--- config.mk ---
export PLATFORM = sky130hd
export DESIGN_NAME = stack_sequencer
export DESIGN_NICKNAME = d
export VERILOG_FILES = /design/src/rtl/stack_sequencer.sv
export SDC_FILE = /design/constraint.sdc
export NUM_CORES = 1
export LEC_CHECK = 0
export CORE_ASPECT_RATIO = 1.5
export CORE_UTILIZATION = 40
export CTS_CLUSTER_DIAMETER = 150
export DETAILED_ROUTE_END_ITERATION = 8
export PLACE_DENSITY = 0.71
export SLEW_MARGIN = 20
export SYNTH_ARGS = -nofsm -noshare
export SYNTH_HDL_FRONTEND = slang
export SYNTH_SLANG_ARGS = --single-unit
--- constraint.sdc ---
create_clock -name i_clk -period 4.1 [get_ports i_clk]
set_input_delay 0.615 -clock i_clk [delete_from_list [all_inputs] [get_ports i_clk]]
set_output_delay 0.615 -clock i_clk [all_outputs]
set_load 0.02 [all_outputs]
--- src/rtl/stack_sequencer.sv ---
// Stack / call-return sequencer: single-word push/pop and multi-word PC push/pop
// against a synchronous data memory, with optional flag save/restore and bound checks.
module stack_sequencer #(
  parameter int                    DATA_WIDTH = 16,
  parameter int                    PC_WIDTH   = 32,
  parameter int                    ADDR_WIDTH = 16,
  parameter logic [ADDR_WIDTH-1:0] SP_RESET   = 16'hFFFF,
  parameter logic [ADDR_WIDTH-1:0] SP_LIMIT   = 16'hF000,
  parameter int                    FLAG_BITS  = 3
) (
  input  logic                  i_clk,
  input  logic                  i_reset,
  input  logic                  i_req_valid,
  output logic                  o_req_ready,
  input  logic [1:0]            i_op,
  input  logic                  i_save_flags,
  input  logic                  i_restore_flags,
  input  logic [DATA_WIDTH-1:0] i_push_data,
  input  logic [PC_WIDTH-1:0]   i_pc,
  input  logic [FLAG_BITS-1:0]  i_flags,
  output logic [ADDR_WIDTH-1:0] o_mem_addr,
  output logic [DATA_WIDTH-1:0] o_mem_wdata,
  output logic                  o_mem_we,
  output logic                  o_mem_re,
  input  logic [DATA_WIDTH-1:0] i_mem_rdata,
  output logic                  o_done,
  output logic [1:0]            o_error,
  output logic [DATA_WIDTH-1:0] o_pop_data,
  output logic [PC_WIDTH-1:0]   o_pc_new,
  output logic [FLAG_BITS-1:0]  o_flags,
  output logic                  o_flags_valid,
  output logic [ADDR_WIDTH-1:0] o_sp
);

  localparam int WORDS     = PC_WIDTH / DATA_WIDTH;
  localparam int CNT_W     = (WORDS > 1) ? $clog2(WORDS) : 1;
  localparam int TOP_SHIFT = PC_WIDTH - DATA_WIDTH;

  localparam logic [ADDR_WIDTH-1:0] ONE    = ADDR_WIDTH'(32'd1);
  localparam logic [ADDR_WIDTH-1:0] TWO    = ADDR_WIDTH'(32'd2);
  localparam logic [ADDR_WIDTH-1:0] N_DATA = ADDR_WIDTH'(32'd1);
  localparam logic [ADDR_WIDTH-1:0] N_PC   = ADDR_WIDTH'(WORDS);
  localparam logic [CNT_W-1:0]      CNT_PC = CNT_W'(WORDS - 1);
  localparam logic [CNT_W-1:0]      CNT_1  = CNT_W'(32'd1);

  typedef enum logic [1:0] {
    S_IDLE = 2'd0,
    S_PUSH = 2'd1,
    S_POP  = 2'd2,
    S_DONE = 2'd3
  } state_e;

  function automatic logic [PC_WIDTH-1:0] insert_flags(input logic [PC_WIDTH-1:0]  pc_val,
                                                       input logic [FLAG_BITS-1:0] fl,
                                                       input logic                 en);
    logic [PC_WIDTH-1:0] r;
    r = pc_val;
    if (en) begin
      r[PC_WIDTH-1 -: FLAG_BITS] = fl;
    end else begin
      r = pc_val;
    end
    return r;
  endfunction

  state_e                state_q, state_d;
  logic [ADDR_WIDTH-1:0] sp_q, sp_d;
  logic [CNT_W-1:0]      cnt_q, cnt_d;
  logic                  pc_op_q, pc_op_d;
  logic                  restore_q, restore_d;
  logic [PC_WIDTH-1:0]   push_buf_q, push_buf_d;
  logic [PC_WIDTH-1:0]   pop_buf_q, pop_buf_d;
  logic                  rd_vld_q, rd_vld_d;
  logic                  ready_q, ready_d;
  logic                  we_q, we_d;
  logic                  re_q, re_d;
  logic [ADDR_WIDTH-1:0] addr_q, addr_d;
  logic [DATA_WIDTH-1:0] wdata_q, wdata_d;
  logic                  done_q, done_d;
  logic [1:0]            error_q, error_d;
  logic [DATA_WIDTH-1:0] pop_data_q, pop_data_d;
  logic [PC_WIDTH-1:0]   pc_new_q, pc_new_d;
  logic [FLAG_BITS-1:0]  flags_q, flags_d;
  logic                  flags_valid_q, flags_valid_d;

  logic [ADDR_WIDTH-1:0] req_words, room, avail;
  logic [PC_WIDTH-1:0]   push_word, rd_ext, merged, popped_pc;

  // Next-state, SP and registered-output computation
  always_comb begin
    state_d       = state_q;
    sp_d          = sp_q;
    cnt_d         = cnt_q;
    pc_op_d       = pc_op_q;
    restore_d     = restore_q;
    push_buf_d    = push_buf_q;
    pop_buf_d     = pop_buf_q;
    rd_vld_d      = re_q;
    we_d          = 1'b0;
    re_d          = 1'b0;
    addr_d        = '0;
    wdata_d       = '0;
    done_d        = 1'b0;
    error_d       = 2'b00;
    flags_valid_d = 1'b0;
    pop_data_d    = pop_data_q;
    pc_new_d      = pc_new_q;
    flags_d       = flags_q;

    req_words = i_op[1] ? N_PC : N_DATA;
    room      = sp_q - SP_LIMIT + ONE;
    avail     = SP_RESET - sp_q;
    push_word = i_op[1] ? insert_flags(i_pc, i_flags, i_save_flags)
                        : (PC_WIDTH'(i_push_data) << TOP_SHIFT);
    // Pops arrive low word first, so each word enters at the top and shifts down.
    rd_ext    = PC_WIDTH'(i_mem_rdata);
    merged    = (pop_buf_q >> DATA_WIDTH) | (rd_ext << TOP_SHIFT);
    popped_pc = insert_flags(merged, {FLAG_BITS{1'b0}}, restore_q);

    case (state_q)
      S_IDLE: begin
        if (i_req_valid) begin
          pc_op_d   = i_op[1];
          restore_d = i_restore_flags;
          cnt_d     = i_op[1] ? CNT_PC : '0;
          if (!i_op[0]) begin
            if (room < req_words) begin
              state_d = S_DONE;
              done_d  = 1'b1;
              error_d = 2'b01;
            end else begin
              state_d    = S_PUSH;
              we_d       = 1'b1;
              addr_d     = sp_q;
              wdata_d    = push_word[PC_WIDTH-1 -: DATA_WIDTH];
              push_buf_d = push_word << DATA_WIDTH;
            end
          end else begin
            if (avail < req_words) begin
              state_d = S_DONE;
              done_d  = 1'b1;
              error_d = 2'b10;
            end else begin
              state_d = S_POP;
              re_d    = 1'b1;
              addr_d  = sp_q + ONE;
            end
          end
        end else begin
          state_d = S_IDLE;
        end
      end
      S_PUSH: begin
        sp_d = sp_q - ONE;
        if (cnt_q == '0) begin
          state_d = S_DONE;
          done_d  = 1'b1;
        end else begin
          cnt_d      = cnt_q - CNT_1;
          we_d       = 1'b1;
          addr_d     = sp_q - ONE;
          wdata_d    = push_buf_q[PC_WIDTH-1 -: DATA_WIDTH];
          push_buf_d = push_buf_q << DATA_WIDTH;
        end
      end
      S_POP: begin
        if (rd_vld_q) begin
          pop_buf_d = merged;
        end else begin
          pop_buf_d = pop_buf_q;
        end
        if (re_q) begin
          sp_d = sp_q + ONE;
          if (cnt_q != '0) begin
            cnt_d  = cnt_q - CNT_1;
            re_d   = 1'b1;
            addr_d = sp_q + TWO;
          end else begin
            cnt_d = cnt_q;
          end
        end else begin
          // Drain cycle: the last read word is on i_mem_rdata now.
          state_d = S_DONE;
          done_d  = 1'b1;
          if (pc_op_q) begin
            pc_new_d = popped_pc;
            if (restore_q) begin
              flags_d       = merged[PC_WIDTH-1 -: FLAG_BITS];
              flags_valid_d = 1'b1;
            end else begin
              flags_d = flags_q;
            end
          end else begin
            pop_data_d = i_mem_rdata;
          end
        end
      end
      S_DONE: begin
        state_d = S_IDLE;
      end
      default: begin
        state_d = S_IDLE;
      end
    endcase

    ready_d = (state_d == S_IDLE);
  end

  // State, SP and output registers with synchronous active-low reset
  always_ff @(posedge i_clk) begin
    if (!i_reset) begin
      state_q       <= S_IDLE;
      sp_q          <= SP_RESET;
      cnt_q         <= '0;
      pc_op_q       <= 1'b0;
      restore_q     <= 1'b0;
      push_buf_q    <= '0;
      pop_buf_q     <= '0;
      rd_vld_q      <= 1'b0;
      ready_q       <= 1'b1;
      we_q          <= 1'b0;
      re_q          <= 1'b0;
      addr_q        <= '0;
      wdata_q       <= '0;
      done_q        <= 1'b0;
      error_q       <= 2'b00;
      pop_data_q    <= '0;
      pc_new_q      <= '0;
      flags_q       <= '0;
      flags_valid_q <= 1'b0;
    end else begin
      state_q       <= state_d;
      sp_q          <= sp_d;
      cnt_q         <= cnt_d;
      pc_op_q       <= pc_op_d;
      restore_q     <= restore_d;
      push_buf_q    <= push_buf_d;
      pop_buf_q     <= pop_buf_d;
      rd_vld_q      <= rd_vld_d;
      ready_q       <= ready_d;
      we_q          <= we_d;
      re_q          <= re_d;
      addr_q        <= addr_d;
      wdata_q       <= wdata_d;
      done_q        <= done_d;
      error_q       <= error_d;
      pop_data_q    <= pop_data_d;
      pc_new_q      <= pc_new_d;
      flags_q       <= flags_d;
      flags_valid_q <= flags_valid_d;
    end
  end

  assign o_req_ready   = ready_q;
  assign o_mem_addr    = addr_q;
  assign o_mem_wdata   = wdata_q;
  assign o_mem_we      = we_q;
  assign o_mem_re      = re_q;
  assign o_done        = done_q;
  assign o_error       = error_q;
  assign o_pop_data    = pop_data_q;
  assign o_pc_new      = pc_new_q;
  assign o_flags       = flags_q;
  assign o_flags_valid = flags_valid_q;
  assign o_sp          = sp_q;

endmodule

======== Yosys cells after proc, flatten, opt, wreduce, memory -nomap -nowiden ========
Index checks and enable logic that the tools add are counted.
word-level totals
  register bits after elaboration ......... 176
  output and inout bits ................... 106
  word-level logic and storage cells ...... 113
operators by class
  add/subtract/negate cells ............... 7
  order comparisons ....................... 2
  eq/ne operators ......................... 8
  mux-type cells .......................... 57
  bitwise gates (word level) .............. 5
  reductions and logical operators ........ 15
operator list
  operator                                            number
  2-to-1 mux 16 bit                                   12
  2-to-1 mux 32 bit                                   5
  case mux 16 bit (2 select lines)                    2
  case mux 32 bit (2 select lines)                    1
  case mux 16 bit (3 select lines)                    1
  adder 16 x 1 -> 16 bit, second input constant       2
  < comparator 16 x 2 -> 1 bit                        2
  bitwise OR 16 x 32 -> 32 bit                        1
  2-to-1 mux 1 bit                                    21
  adder 16 x 2 -> 16 bit, second input constant       1
  2-to-1 mux 2 bit                                    8
  subtractor 16 x 1 -> 16 bit, second input constant  1
  subtractor 16 bit, first input constant             1
  subtractor 16 bit, second input constant            1
  AND reduction 3 bit                                 4
  inequality test 2 bit, second input constant        5
  case mux 2 bit (4 select lines)                     1
  2-to-1 mux 3 bit                                    2
  case mux 1 bit (3 select lines)                     2
  AND reduction 2 bit                                 3
  AND reduction 5 bit                                 1
  == test 2 bit, second input constant                2
  logical NOT 2 bit                                   2
  NOT 1 bit                                           4
  7 further kinds                                     9

======== Logic depth before layout (Yosys ltp) ========
  depth after elaboration ................. 8
  depth in mapped cells ................... 10
  mapped depth without buffers ............ 8

======== Least setup slack after synthesis ========
No wires, ideal clock.
  path type ............................... input -> register
  from .................................... in i_op[1]
  to ...................................... reg addr_q[4], in the netlist o_mem_addr[4]
  data arrival time ....................... 2663 ps
  required time ........................... 3964 ps
  setup slack ............................. 1300 ps
  stages on the path ...................... 10
  buffers on the path ..................... 2
  cell sequence ........................... buf_2 clkinv_1 ha_1 nand4b_1 a211o_1 or2_1 and2_1 buf_6 a2111oi_0 a211oi_1
between the ends
  cells in the longest elaborated chain, start to end .. 6
RTL lines
  element                                          RTL line  text
  start, declared                                  15        input logic [1:0] i_op,
  2-to-1 mux 2 bit *                               110       req_words = i_op[1] ? N_PC : N_DATA;
  < comparator 16 x 2 -> 1 bit (on tied branches)  127, 139
  2-to-1 mux 16 bit (on tied branches)             127, 139
  2-to-1 mux 16 bit *                              126       if (!i_op[0]) begin
  2-to-1 mux 16 bit *                              122       if (i_req_valid) begin
  case mux 16 bit (3 select lines) *               120       case (state_q)
  end signal, assigned                             243       addr_q <= addr_d;
  end, declared                                    77        logic [ADDR_WIDTH-1:0] addr_q, addr_d;
Every way passes the cells marked *; elsewhere a longest branch is shown, timed or not.
A chain may end at the register's enable or synchronous reset.

======== Worst setup path in the final report ========
  from .................................... reg sp_q[2], in the netlist o_sp[2]
  to ...................................... reg push_buf_q[25]
between the ends
  cells in the longest elaborated chain, start to end .. 5
RTL lines
  element                          RTL line  text
  start, declared                  67        logic [ADDR_WIDTH-1:0] sp_q, sp_d;
  start signal, assigned           233       sp_q <= sp_d;
  subtractor 16 bit                111       room = sp_q - SP_LIMIT + ONE;
  adder 16 x 1 -> 16 bit           111
  < comparator 16 x 2 -> 1 bit     127       if (room < req_words) begin
  inequality test 2 bit (no line)  --
  AND reduction 5 bit (no line)    --
  end signal, assigned             237       push_buf_q <= push_buf_d;
  end, declared                    71        logic [PC_WIDTH-1:0] push_buf_q, push_buf_d;
Every way passes these cells.

==> results.ini <==
[synth]
synth_seq_area_share_pct=41.34
syn_area_um2=6973
avgSynthCellArea_um2=7.906
synthDistinctLibCells=73
synthFlopType=dfxtp_1
synth_area_leader_cell=dfxtp_1
synth-edff-count=0
synth.area.top_cells=dfxtp_1 (41%), nand2_1 (12%), a21oi_1 (7.3%), mux2i_1 (5.0%), o21ai_0 (3.2%)
synth_cells=882
syn-num-nets=968
synth_top_area_share_pct=41.34
yosysWarnings=0
synth-async-reset-ratio_pct=0
ys_seq_elements=144

[drt]
drt_wl_total_um=22020
ant_nets=0
route.met2.wl_um=11390
routedWlPerCell_um=17.54
drt_iter0_markers=549
wl_met3_um=1248
num_vias=6945
route.detailed.drc=0
wl_met1_um=8519
via_per_inst=5.534
highest_layer=met4
drtPass1Iterations=7

[die]
coreArea_um2=16910
fp.dieH_um=163.7
die_x_um=109.8
io-pin-count=180
die_area_um2=17980
start_util_pct=41.24
rows=58

[worst_setup_path]
critPathKind=flip-flop to flip-flop
path_max_fanout=16
path_buf_inv=0
reg2reg_from=o_sp[2]
worstPathArrival_ns=3.57
path_cells=ha_1 -> nand4_2 -> nor2_4 -> nor4b_1 -> o22ai_2 -> o21ai_4 -> mux2i_1
cp-start-kind=flip-flop
slowest_stage=o21ai_4
startpoint=o_sp[2]
critPathMaxStageDelay_ns=0.64
worstPathRequired_ns=4.45
crit_path_end_kind=flip-flop
cpLargestDelayFamily=compound AO/OA/AOI/OAI gates

[pwr]
power_leakage_nw=3.537
swShare_pct=29.59
sequentialPowerShare_pct=40.6
powerDensity_nw_per_um2=391.7
p_int_mw=2.589
clock_power_share_pct=39.2
p_switching_mw=1.088
vdd_drop_max_uv=312.9
p_comb_share_pct=20.1

[min_path]
hold_path.class=flip-flop to flip-flop
worstHoldStart=pop_buf_q[17]

[layout]
fin_area_um2=9389
nets=1118
area_delta_synth_final_pct=34.65
drive_above_1_share_pct=6.507
diodes=0

[clock_tree]
clockBufferDepth=2
cts_made_buffers=17
cts_root_buf=clkbuf_16
cts_tree=built
clock_latency_ns=0.42
cts_sinks=144
clk_pin_slew_ns=0.06
hold_buffers=0
post_cts_resized=0
cts_htree_levels=4
cts_setup_buffers=0

[sta]
setup_viol=0
final.period_utilization_pct=78.53
tightest_slew_ns=0.9641
period_needed_ns=3.220
slew_violations=0
fin_skew_ns=0.009967
slew-limit-headroom_pct=35.69
max_freq_mhz=310.6
totalNegativeSetupSlack_ns=0
rsz0062_at_grt=false
hold_viol=0

[global_routing]
antenna_found_initial=0
gr-usage-all-layers_pct=24.51
gr-total-overflow=0
grt_pass1_wl_um=33690
first_global_vias=6506
grt_start_max_net_pins=74

[placed_design]
port_buffers=179
hpwl_um=15440
gp_congestion=0.9282
placed_area_um2=8843

[outcome]
status=finished, final reports clean

[run]
maxCapViolations=0

-- cells in the final DEF, fill, tap and decap left out, drive strengths merged, types with 4 or more instances in the layout --
cell / Yosys / layout
xnor2: 6 / 6
nor2: 51 / 51
a211oi: 9 / 9
and3: 16 / 16
inv: 10 / 14
clkinv: 2 / 7
o21ai: 50 / 50
buf: 22 / 19
nand2b: 6 / 6
nor2b: 4 / 4
a21oi: 103 / 103
clkbuf: 45 / 19
nor3: 18 / 18
o31ai: 7 / 7
nor4: 11 / 11
nand3b: 4 / 4
and2: 5 / 5
a22oi: 6 / 6
nand2: 216 / 216
mux2i: 35 / 35
nand4: 5 / 5
o211ai: 6 / 6
or3: 5 / 5
nand3: 22 / 22
o22ai: 8 / 8
dfxtp: 144 / 144
xor2: 6 / 6
clkdlybuf4s50: 0 / 179
ha: 12 / 12
-- registers in the layout, summed over array words and instances (netlist names), 2 cells and up --
name / flops
o_pc_new: 32
o_mem_addr: 16
o_mem_wdata: 16
o_pop_data: 16
o_sp: 16
pop_buf_q: 16
push_buf_q: 16
o_flags: 3
o_error: 2
state_q: 2
-- kinds of logic after synthesis --
kind of cell               count (synthesis)  share of synthesized area, %
xor gates and xnor gates                  12                         1.507
adders and majority gates                 12                         2.153
AOI/OAI and AO/OA                        225                         20.35
DFF                                      144                         41.34
muxes                                     35                         5.024
and+or+nand+nor                          375                         24.24
buffers and inverters                     79                         5.383
-- final cells by class --
cell class | count | area (um^2)
Clock inverter | 13 | 112.6
Timing Repair Buffer | 198 | 1934
Tap cell | 210 | 262.8
Clock buffer | 19 | 432.9
Multi-Input combinational cell | 659 | 3719
Inverter | 12 | 45.04
Fill cell | 1622 | 7520
Sequential cell | 144 | 2883
-- cell usage after synthesis, types with 4 or more instances --
master,instances
a211oi_1,9
a21oi_1,102
a22oi_1,6
and2_1,4
and3_1,16
buf_2,11
buf_6,5
clkbuf_1,45
dfxtp_1,144
ha_1,12
inv_1,10
mux2i_1,35
nand2_1,216
nand2b_1,6
nand3_1,22
nand3b_1,4
nand4_1,4
nor2_1,50
nor2b_1,4
nor3_1,17
nor4_1,10
o211ai_1,5
o21ai_0,44
o21ai_1,4
o22ai_1,7
o31ai_1,7
or3_1,5
xnor2_1,6
xor2_1,6
-- worst min-delay path: cells and delay by family (launching register included) --
| kind | cells | cell delay, ns |
|---|---|---|
| flip-flops | 1 | 0.30 |
| AND/OR/NAND/NOR | 1 | 0.05 |
| AO/OA/AOI/OAI | 1 | 0.05 |
-- per-layer routing --
metal  vias up  GRT usage [%]
met5         -              0
met4         0          12.61
met3        62          4.881
met2       266          42.81
met1      3244          27.70
li1       3373              -
-- final timing paths --
kind | end | slack [ns] | depth (start not counted)
min | o_pc_new[1] | 0.44 | 2
max | push_buf_q[25] | 0.88 | 7
min reg2reg | o_pc_new[1] | 0.44 | 2
max reg2reg | push_buf_q[25] | 0.88 | 7
-- power groups by stage --
| stage | Sequential [mW] | Clock (mW) | Combinational, mW |
|---|---|---|---|
| finish | 1.49 | 1.44 | 0.740 |
| global route | 1.50 | 1.53 | 0.797 |
| global placement | 1.52 | 0 | 0.727 |
| detailed placement | 1.52 | 0 | 0.733 |
| floorplan | 1.56 | 0 | 0.417 |
| CTS | 1.49 | 1.47 | 0.736 |
-- stage by stage --
step                      hold slack (ns)  power, mW  util, %  instances  setup slack, ns
after global routing               0.4497      3.828    55.53       1255           0.6734
after detailed placement           0.4410      2.256    52.30       1223           0.5230
after global placement             0.4340      2.250    52.28       1223           0.5981
after CTS                          0.4473      3.696    55.53       1255           0.9015
final                              0.4450      3.677    55.53       1255           0.8801
after floorplan                    0.4249      1.976        -        882            1.300
Power figures use the tool's default switching activity.
==> patch 1: new RTL, same settings <==
Take the reset off `pop_buf_q` and load it in a clocked block of its own.
--- a/src/rtl/stack_sequencer.sv
+++ b/src/rtl/stack_sequencer.sv
@@ -215,7 +215,6 @@
       pc_op_q       <= 1'b0;
       restore_q     <= 1'b0;
       push_buf_q    <= '0;
-      pop_buf_q     <= '0;
       rd_vld_q      <= 1'b0;
       ready_q       <= 1'b1;
       we_q          <= 1'b0;
@@ -235,7 +234,6 @@
       pc_op_q       <= pc_op_d;
       restore_q     <= restore_d;
       push_buf_q    <= push_buf_d;
-      pop_buf_q     <= pop_buf_d;
       rd_vld_q      <= rd_vld_d;
       ready_q       <= ready_d;
       we_q          <= we_d;
@@ -251,6 +249,10 @@
     end
   end
 
+  always_ff @(posedge i_clk) begin
+    pop_buf_q <= pop_buf_d;
+  end
+
   assign o_req_ready   = ready_q;
   assign o_mem_addr    = addr_q;
   assign o_mem_wdata   = wdata_q;
Function: same outputs for any inputs over 4 cycles, from zero or initial values and one cycle with i_reset low; that may be too few to reach the edited logic, so the function may still have changed.
==> patch 1 against the original RTL <==
- sequential cell count unchanged
- global-route usage decreased by 0.71 points
- power is 9.5% higher
- worst hold slack better by 0.010 ns
- worst setup slack worse by 0.11 ns
- wire length shrank 5.3%
- sequential share of layout area is 1.5 points higher
- synthesized area fell by 1.5%
- final area increased by 0.71%
- critical endpoint is now o_mem_wdata[7]$_SDFF_PN0_
==> patch 1: results <==
export IMPL_status="complete, no violations"
export IMPL_antenna_found_initial=0
export IMPL_synth_cells=823
export IMPL_first_iter_violations=530
export IMPL_synthTopCellsByCount="nand2_1, dfxtp_1, a21boi_0"
export IMPL_synth_fa_ha_area_share_pct=2.19
export IMPL_fin_skew_ns=0.0126
export IMPL_synth_area_leaders="dfxtp_1, nand2_1, edfxtp_1, a21boi_0, mux2i_1"
export IMPL_grtUsageTotal_pct=23.8
export IMPL_cts_htree_levels=4
export IMPL_grt_pass1_vias=6015
export IMPL_grt_pass1_wl_mm=32.3
export IMPL_numCtsBuffers=17
export IMPL_ys_types=58
export IMPL_dp_cells=1173
export IMPL_hp_class="reg -> reg"
export IMPL_yosys_mux_area_fraction_pct=5.39
export IMPL_drive_above_1_share_pct=6.53
export IMPL_synth_edf_count=16
export IMPL_largest_reg_flops=32
export IMPL_worst_hold_startpoint="push_buf_q[20]$_SDFFE_PN0P_"
export IMPL_dp_hpwl_mm=15.0
export IMPL_n_fill_cell=1494
export IMPL_clk_pin_slew_ns=0.06
export IMPL_synthesis_nets=909
export IMPL_cts_root_buf="clkbuf_16"
export IMPL_ys_async_sr_fraction_pct=0
export IMPL_seq_area_frac_synth_pct=44.3
export IMPL_p_leak_nw=3.52
export IMPL_gp_congestion=0.976
export IMPL_vias=6498
export IMPL_cp_startpoint="o_sp[1]$_SDFFE_PN1P_"
export IMPL_worstPathArrival_ns=3.65
export IMPL_tightest_slew_ns=0.971
export IMPL_nets=1068
export IMPL_setup_tns_ns=0
export IMPL_ir_worst_vdd_mv=0.241
export IMPL_synth_xor_xnor_area_share_pct=1.53
export IMPL_critPathMaxFanout=16
export IMPL_wire_per_inst_um=17.3
export IMPL_drt_first_pass_iters=5
export IMPL_wirelength_mm=20.9
export IMPL_clock_latency_ns=0.41
export IMPL_yosysWarnings=0
export IMPL_synth_compound_area_share_pct=18.8
export IMPL_grt_max_degree=44
-- patch 1: cell count changes after synthesis, sizes merged, moves of 6 or more --
cell,unedited run,this run
a21oi,103,38
buf,22,13
dfxtp,144,128
o21ai,50,44
nand3,22,30
nand2,216,190
a21boi,1,58
nor2,51,40
edfxtp,0,16
-- patch 1: layer usage --
layer / global-route usage, % / wire length [um]
met1: 27.5 / 8260
met4: 11.7 / 792
met2: 41.5 / 10600
met5: 0 / 0
met3: 4.16 / 1190
-- patch 1: final timing paths --
kind                                     to  slack [ns]  cells past startpoint
setup / recovery  o_mem_wdata[7]$_SDFF_PN0_        0.77                      8
hold reg to reg   o_mem_wdata[4]$_SDFF_PN0_        0.45                      2
setup reg to reg  o_mem_wdata[7]$_SDFF_PN0_        0.77                      8
hold / removal    o_mem_wdata[4]$_SDFF_PN0_        0.45                      2
-- patch 1: cells by family (layout without fill, tap and decap cells) --
group	after synthesis	after routing
AND/OR/NAND/NOR	348	348
AO/OA/AOI/OAI	196	196
XOR/XNOR	12	12
multiplexers	37	37
buffers and inverters	74	246
adder cells (fa/ha/maj)	12	12
flip-flops	144	144
-- patch 1: cell type report --
cell class | count | share of cell area, %
Clock buffer | 20 | 4.84
Clock inverter | 12 | 1.59
Inverter | 11 | 0.437
Multi-Input combinational cell | 605 | 37.4
Sequential cell | 144 | 32.2
Tap cell | 210 | 2.78
Timing Repair Buffer | 203 | 20.8
-- patch 1: critical path, stage by stage, from the launching register on --
cell      delay, ns
dfxtp_1        0.50
ha_1           0.35
nand3_1        0.25
nor3_2         0.49
nor3b_1        0.13
o2111a_1       0.27
a41oi_2        0.42
nand3_1        0.51
o21ai_0        0.30
-- patch 1: power by group --
group	internal [W]	leakage (nW)	switching, W
clock network	0.000951	0.291	0.000631
logic	0.000380	2.05	0.000529
registers	0.00149	1.18	0.0000479
-- patch 1: stage by stage --
step | setup WS (ns) | area [um2]
2_1_floorplan | 1.18 | 6870
3_3_place_gp | 0.539 | 8850
3_5_place_dp | 0.467 | 8850
4_1_cts | 0.754 | 9460
5_1_grt | 0.448 | 9460
6_report | 0.771 | 9460
==> patch 2: new RTL, same flow settings <==
Without the edit above. The parameter `FLAG_BITS` goes from 3 to 6.
--- a/src/rtl/stack_sequencer.sv
+++ b/src/rtl/stack_sequencer.sv
@@ -6,7 +6,7 @@
   parameter int                    ADDR_WIDTH = 16,
   parameter logic [ADDR_WIDTH-1:0] SP_RESET   = 16'hFFFF,
   parameter logic [ADDR_WIDTH-1:0] SP_LIMIT   = 16'hF000,
-  parameter int                    FLAG_BITS  = 3
+  parameter int                    FLAG_BITS  = 6
 ) (
   input  logic                  i_clk,
   input  logic                  i_reset,
Interface: changed (resized i_flags and o_flags); port bits go from 180 to 186. No check against the original RTL was run, so the function may have changed too.
==> patch 2 against the original RTL <==
- synthesized cell count fell by 1.2%
- synthesized area rose by 1.2%
- count of clock-buffer cells in the layout rose by 1
- final area rose by 2.6%
- wire length rose by 2.8%
- worst setup slack got worse by 0.23 ns
- sequential cell count rose by 3
- critical path type unchanged
- critical endpoint is now o_mem_wdata[4]$_SDFF_PN0_
- highest routed layer unchanged
Power is not compared: it rests on default switching activity, and its combinational part moved more than twofold at a synthesized area within 25%.
==> patch 2: results <==
export IMPL_grt_pass1_wl_mm=34.4
export IMPL_cp_startpoint="o_sp[1]$_SDFFE_PN1P_"
export IMPL_grtUsageTotal_pct=24.0
export IMPL_fin_skew_ns=0.0114
export IMPL_tightest_slew_ns=0.775
export IMPL_rr_worst_depth=9
export IMPL_seq_power_w=0.00169
export IMPL_seq_area_frac_synth_pct=41.7
export IMPL_critical_path_top_delay_family="simple AND/OR/NAND/NOR gates"
export IMPL_worstPathArrival_ns=3.73
export IMPL_largest_reg_flops=32
export IMPL_syn_avg_cell_area_um2=8.10
export IMPL_wire_per_inst_um=18.1
export IMPL_gp_congestion=0.947
export IMPL_status="complete, no violations"
export IMPL_grt_pass1_vias=6234
export IMPL_ys_async_sr_fraction_pct=0
export IMPL_vias=6940
export IMPL_drt_first_pass_iters=5
export IMPL_io_buffers=185
export IMPL_drive_above_1_share_pct=7.04
export IMPL_worst_hold_startpoint="pop_buf_q[31]$_SDFFE_PN0P_"
export IMPL_pre_cts_slack_ns=0.303
export IMPL_clk_path_buf_depth=2
export IMPL_dp_cells=1218
export IMPL_cpMaxStageDelayCell="or2_1"
export IMPL_synthTopCellsByCount="nand2_1, dfxtp_1, a21boi_0"
export IMPL_r2r_setup_slack_ns=0.65
export IMPL_cts_htree_levels=4
export IMPL_ir_worst_vdd_mv=0.347
export IMPL_hold_worst_slack_ns=0.457
export IMPL_place_area_um2=9020
export IMPL_worstHoldEndpoint="o_pc_new[15]$_SDFFE_PN0P_"
export IMPL_p_leak_nw=3.61
export IMPL_synthesis_nets=960
export IMPL_ys_types=72
export IMPL_grt_max_degree=65
export IMPL_first_iter_violations=539
export IMPL_n_antenna_cell=0
export IMPL_nets=1113
export IMPL_r2r_end="o_mem_wdata[4]$_SDFF_PN0_"
export IMPL_vias_per_cell=5.55
export IMPL_switchingPower_w=0.00192
export IMPL_synth_area_leaders="dfxtp_1, nand2_1, a21boi_0, mux2i_1, clkbuf_1"
export IMPL_dp_hpwl_mm=16.5
export IMPL_fin_crit_sh_pct=84.2
==> patch 2: cell types whose count changed after synthesis, moves of 11 or more <==
cell,unedited run,this run
a21boi_0,0,73
a21oi_1,102,39
a22o_1,0,16
clkbuf_1,45,56
mux2i_1,35,23
nand2_1,216,200
==> patch 2: per-layer routing <==
layer  GRT usage [%]  vias to the layer above  wire length, um
li1                -                     3363                -
met1            27.4                     3250             8990
met2            42.8                      275            11700
met3            4.18                       52             1110
met4            12.2                        0              834
met5               0                        -                0
==> patch 2: logic make-up after synthesis <==
family / after synthesis / share of synthesized area [%]
AOI/OAI and AO/OA: 240 / 23.6
muxes: 24 / 3.42
adders and majority gates: 12 / 2.13
DFF: 147 / 41.7
xor gates and xnor gates: 6 / 0.745
and+or+nand+nor: 362 / 23.6
buffers and inverters: 80 / 4.72
==> patch 2: layout make-up <==
class	count	area, um2
multi-input cells	644	3780
fillers	1601	7640
clock buffers	20	467
flip-flops and latches	147	2940
clock inverters	12	146
well taps	213	267
repair buffers	203	1980
inverters	11	41.3
